--- src/rtl/rp_gpr_dbg.sv ---
`default_nettype none
// ============================================================================
// Module   : rp_gpr_dbg
// Function : Debug-side GPR access sequencer (abstract register commands to
//            GPR read/write ports). Bursts enabled by RP_GPR_DBG_BURST_EN.
// Revision : 1.0  initial release
// ============================================================================
module rp_gpr_dbg #(
  parameter int AW = 5,
  parameter int XW = 32
) (
  input  logic          clk,
  input  logic          rst_n,
  input  logic          hlt,
  input  logic          req_vld,
  output logic          req_rdy,
  input  logic          req_wr,
  input  logic [AW-1:0] req_adr,
  input  logic [AW-1:0] req_cnt,
  input  logic          wdt_vld,
  output logic          wdt_rdy,
  input  logic [XW-1:0] wdt_dat,
  output logic          rsp_vld,
  input  logic          rsp_rdy,
  output logic [XW-1:0] rsp_dat,
  output logic          rsp_lst,
  output logic          rsp_err,
  output logic          e_rs,
  output logic [AW-1:0] a_rs,
  input  logic [XW-1:0] d_rs,
  output logic          e_rd,
  output logic [AW-1:0] a_rd,
  output logic [XW-1:0] d_rd
);

  typedef enum logic [2:0] {
    S_IDLE = 3'd0,
    S_RD   = 3'd1,
    S_RSP  = 3'd2,
    S_WR   = 3'd3,
    S_ACK  = 3'd4
  } state_t;

  state_t        r_st;
  logic [AW-1:0] r_adr;
  logic [XW-1:0] r_rsp_dat;
  logic          r_rsp_lst;
  logic          r_rsp_err;
  logic          w_last;

`ifdef RP_GPR_DBG_BURST_EN
  logic [AW-1:0] r_cnt;
  assign w_last = (r_cnt == '0);
`else
  logic w_unused_cnt;
  assign w_unused_cnt = ^req_cnt;
  assign w_last       = 1'b1;
`endif

  // Ready terms are masked by rst_n so every output reads 0 while in reset
  assign req_rdy = rst_n & hlt & (r_st == S_IDLE);
  assign wdt_rdy = rst_n & hlt & (r_st == S_WR);
  assign e_rs    = hlt & (r_st == S_RD);
  assign a_rs    = e_rs ? r_adr : '0;
  assign e_rd    = wdt_rdy & wdt_vld;
  assign a_rd    = e_rd ? r_adr : '0;
  assign d_rd    = e_rd ? wdt_dat : '0;
  assign rsp_vld = (r_st == S_RSP) | (r_st == S_ACK);
  assign rsp_dat = r_rsp_dat;
  assign rsp_lst = r_rsp_lst;
  assign rsp_err = r_rsp_err;

  always_ff @(posedge clk or negedge rst_n) begin
    if (!rst_n) begin
      r_st      <= S_IDLE;
      r_adr     <= '0;
      r_rsp_dat <= '0;
      r_rsp_lst <= 1'b0;
      r_rsp_err <= 1'b0;
`ifdef RP_GPR_DBG_BURST_EN
      r_cnt     <= '0;
`endif
    end else begin
      case (r_st)
        S_IDLE: begin
          if (req_vld && hlt) begin
            r_adr     <= req_adr;
`ifdef RP_GPR_DBG_BURST_EN
            r_cnt     <= req_cnt;
`endif
            r_rsp_dat <= '0;
            r_rsp_lst <= 1'b0;
            r_rsp_err <= 1'b0;
            r_st      <= req_wr ? S_WR : S_RD;
          end
        end
        S_RD: begin
          if (hlt) begin
            r_rsp_dat <= d_rs;
            r_rsp_lst <= w_last;
            r_st      <= S_RSP;
          end else begin
            r_rsp_dat <= '0;
            r_rsp_lst <= 1'b1;
            r_rsp_err <= 1'b1;
            r_st      <= S_ACK;
          end
        end
        S_RSP: begin
          if (rsp_rdy) begin
            if (w_last) begin
              r_rsp_dat <= '0;
              r_rsp_lst <= 1'b0;
              r_st      <= S_IDLE;
            end else begin
              r_adr <= r_adr + AW'(1);
`ifdef RP_GPR_DBG_BURST_EN
              r_cnt <= r_cnt - AW'(1);
`endif
              r_st  <= S_RD;
            end
          end
        end
        S_WR: begin
          // Losing halt aborts the rest of the burst; unsent beats stay unconsumed
          if (!hlt) begin
            r_rsp_dat <= '0;
            r_rsp_lst <= 1'b1;
            r_rsp_err <= 1'b1;
            r_st      <= S_ACK;
          end else if (wdt_vld) begin
            if (w_last) begin
              r_rsp_dat <= '0;
              r_rsp_lst <= 1'b1;
              r_rsp_err <= 1'b0;
              r_st      <= S_ACK;
            end else begin
              r_adr <= r_adr + AW'(1);
`ifdef RP_GPR_DBG_BURST_EN
              r_cnt <= r_cnt - AW'(1);
`endif
            end
          end
        end
        S_ACK: begin
          if (rsp_rdy) begin
            r_rsp_lst <= 1'b0;
            r_rsp_err <= 1'b0;
            r_st      <= S_IDLE;
          end
        end
        default: r_st <= S_IDLE;
      endcase
    end
  end

endmodule
`default_nettype wire
--- config.mk ---
export PLATFORM = sky130hd
export DESIGN_NAME = rp_gpr_dbg
export DESIGN_NICKNAME = d
export VERILOG_FILES = /design/src/rtl/rp_gpr_dbg.sv
export SDC_FILE = /design/constraint.sdc
export NUM_CORES = 1
export LEC_CHECK = 0
export BUFFER_PORTS_ARGS = -buffer_cell sky130_fd_sc_hd__buf_2
export CAP_MARGIN = 25
export CORE_UTILIZATION = 35
export DETAILED_ROUTE_END_ITERATION = 16
export PLACE_DENSITY = 0.8
export SYNTH_ARGS = -nofsm -noshare
export SYNTH_HDL_FRONTEND = slang
export SYNTH_SLANG_ARGS = --single-unit
--- constraint.sdc ---
create_clock -name clk -period 1.8 [get_ports clk]
set_clock_uncertainty 0.2 [all_clocks]
set_input_delay 0.27 -clock clk [delete_from_list [all_inputs] [get_ports clk]]
set_output_delay 0.27 -clock clk [all_outputs]
set_load 0.01 [all_outputs]
==> results by group <==
Worst setup path
  – Critical path's top delay family: simple AND/OR/NAND/NOR gates
  – WP depth: 5
  – Flop2flop setup slack: -0.16 ns
  – Reg2reg start: r_st[0]
  – Crit. End Element: primary output
  – CP peak stage delay: 0.40 ns
  – Worst EP required: between 1 and 1.5 ns
  – Arr. time, crit path: around 1.5 ns
  – R2R cell count: 5
  – R2R Path End: rsp_dat[24]
  – Crit start category: flop
  – CP max-delay cell: dfrtp_1
  – Crit Path Max Fanout: 7
  – Most frequent CP cell: buf_6
  – Crit-path cells: buf_6 -> nor4bb_4 -> buf_4 -> and2_4 -> buf_6
  – Critical path class: reg2out
  – Worst path bufs/invs: 3

Timing
  – Fin crit period: 2.01 ns
  – Worst-Margin Slew: 0.520 ns
  – Fin crit share: 112%
  – RSZ-0062 raised after global routing: yes
  – Final setup fails: 78
  – Headroom to the max-slew limit: 65.3%
  – Post-route setup slack: -0.210 ns
  – Max-slew violations: 0
  – Hold Violations, Final: 0
  – Max Clock Freq: between 400 and 500 MHz

Final layout
  – Ant diodes: 0
  – Total Nets Final: 451
  – Number of fill cells: 465
  – Area grow syn2layout: 72.0%
  – Post-layout util: 62.7%
  – Share of layout cells above drive strength 1: 56.3%

Pwr
  – Worst IR Drop VDD: 0.735 mV
  – Pwr dens: 1100 nW/um^2
  – Static leakage power: 2.08 nW
  – Total power: approximately 3.8 mW

Logic synthesis
  – Ys flop type: dfrtp_1
  – Top area cells in the synthesized netlist: dfrtp_1 52%, a22o_1 14%, and3_1 12%
  – Post-synth ARST share: 100%
  – Sequential share of the synthesized area: about 52%
  – Syn_area_per_cell: 11.1 um^2
  – Synth cell types: 31
  – Number of flops mapped to enable cells by yosys: 0
  – Synth warn: 0
  – Top-area cell type share of the netlist area: 52.4%
  – Mapped cell area: 2010 um^2
  – Syn_nets: 261
  – Count leader, synth: dfrtp_1
  – Syn Inst Count: 180
  – Top post-synthesis cells by count: 42 x dfrtp_1, 37 x and3_1, 33 x a22o_1
  – Largest area contributor in the netlist: dfrtp_1
  – Synth Register Bits: 42

Floorplanning
  – Core ar.: 5510 um^2
  – Row count: 27
  – Die H: about 78 um
  – Die width: 77.7 um
  – Ports: around 160
  – Initial core utilization: between 30 and 40%
  – Full die area: about 6000 um^2

Routing
  – Detailed Route Iter0 Violations: 130
  – Drt pass-1 iters: 5
  – Antenna Violating Nets Remaining: 0
  – Drt drc: 0
  – Wire length per cell: approximately 15 um
  – Detailed-route via count: 2217
  – Routed WL: ~6800 um
  – Vias/cell: approximately 5.0

Global routing
  – First-pass GRT wire length: 9860 um
  – All-Layer GR Usage: 20.9%
  – Overflow after GRT: 0
  – Via count of the first global-routing pass: between 2k and 2.5k
  – Initial antenna violation count: 0
  – Largest net degree at the start of global routing: 43

Worst hold path
  – Hold Path End: rsp_dat[8]
  – Worst Hold Launch: d_rs[8]
  – Hold depth: 2
  – Hold Path Class: in2reg

Status
  – Status: finished, violations left
  – Failing checks: negative setup slack

Clock network
  – Clock Path Buffers: 2
  – Clk slew on worst S/H paths: 0.09 ns
  – Clock sinks: 42
  – Worst-Skew Late Latency: 0.28 ns
  – Root buf cell: clkbuf_8
  – CTS tree: built
  – Number of buffers created by CTS: 5
  – CTS H-tree depth: 2

Job
  – Max-cap viol count: 0

Placement
  – Port buffer count: 156
  – Hpwl dp: about 4300 um
  – Final GP Congestion: ~0.86
per-layer routing:
metal  GRT usage [%]  up-vias  share of wire [%]
li1                -     1060                  -
met1            25.8     1081                 43
met2            37.8       72                 53
met3            3.53        4                3.7
met4            4.53        0               0.50
met5               0        -                  0
area by class of cell:
cell class / count / area, um^2 / area share, %
timing repair buffer: 199 / 1240 / 35.8
sequential: 42 / 1050 / 30.4
multi-input combinational: 119 / 926 / 26.8
tap: 72 / 90.1 / 2.61
clock inverter: 3 / 68.8 / 1.99
inverter: 3 / 11.3 / 0.326
clock buffer: 5 / 68.8 / 1.99
power by group:
| part | leakage (nW) | switching (mW) | internal [mW] |
|---|---|---|---|
| clock | 0.0683 | 0.323 | 0.556 |
| sequential | 0.564 | 0.156 | 1.19 |
| combinational | 1.45 | 0.779 | 0.804 |
| total | 2.08 | 1.26 | 2.55 |
flip-flops by register name, summed over array words and instances, names as in the netlist:
register and cells:
r_st 3, rsp_lst 1, rsp_err 1, rsp_dat 32, r_adr 5
worst max path at each step:
stage	startpoint	endpoint	slack [ns]
after global placement	hlt	rsp_dat[8]	-0.02
after global routing	r_st[0]	a_rs[2]	-0.30
final	r_st[1]	a_rs[4]	-0.21
after detailed placement	hlt	rsp_dat[31]	-0.04
after CTS	r_st[1]	a_rs[1]	-0.22
after floorplan	r_st[1]	a_rs[0]	0.01
cells by family (layout without fill, tap and decap cells):
| kind of cell | count (synthesis) | after routing | synth area share, % |
|---|---|---|---|
| flip-flops | 42 | 42 | 52.4 |
| AND/OR/NAND/NOR | 62 | 62 | 18.8 |
| multiplexers | 5 | 5 | 2.81 |
| AO/OA/AOI/OAI | 48 | 51 | 19.9 |
| XOR/XNOR | 1 | 1 | 0.436 |
| buffers and inverters | 22 | 210 | 5.67 |
worst register-to-register path, delay by kind of cell, from the launching register on:
family,cells,cell delay [ns]
buffers and inverters,1,0.14
AOI/OAI and AO/OA,3,0.91
DFF,1,0.41
and+or+nand+nor,1,0.18
through the flow:
step           setup TNS [ns]  setup slack [ns]  hold slack (ns)  cells  cell area (um^2)
2_1_floorplan               0            0.0102           -0.226    180              2040
3_3_place_gp           -0.405           -0.0239            0.217    406              2940
3_5_place_dp           -0.881           -0.0437            0.222    406              2940
4_1_cts                -11.54            -0.220          0.00162    438              3350
5_1_grt                -17.29            -0.297          0.00726    443              3450
6_report               -11.69            -0.210          0.00845    443              3450
cells in the final DEF, fill, tap and decap left out, types with 2 or more instances in the layout:
master	n
a21oi_1	4
a22o_1	32
dfrtp_1	42
mux2_2	4
and3_1	37
o21ai_0	3
clkbuf_8	5
nand2_1	3
buf_2	150
inv_1	2
and2_4	5
nand2b_1	2
dlygate4sd3_1	18
nor2_1	3
a311o_2	3
buf_6	14
bufinv_16	2
buf_4	15
nor3b_1	2
repair_timing:
| item | 4_1_cts | 5_1_grt |
|---|---|---|
| cloned | 0 | 3 |
| hold endpoints to repair | 59 | 0 |
| resized for setup | 10 | 16 |
| buffers inserted | 6 | 3 |
| pin swaps | 7 | 6 |
| endpoints found under the setup margin | 78 | 85 |
| hold buffers | 18 | 0 |
Note: power is estimated with default switching activity, not from simulation.
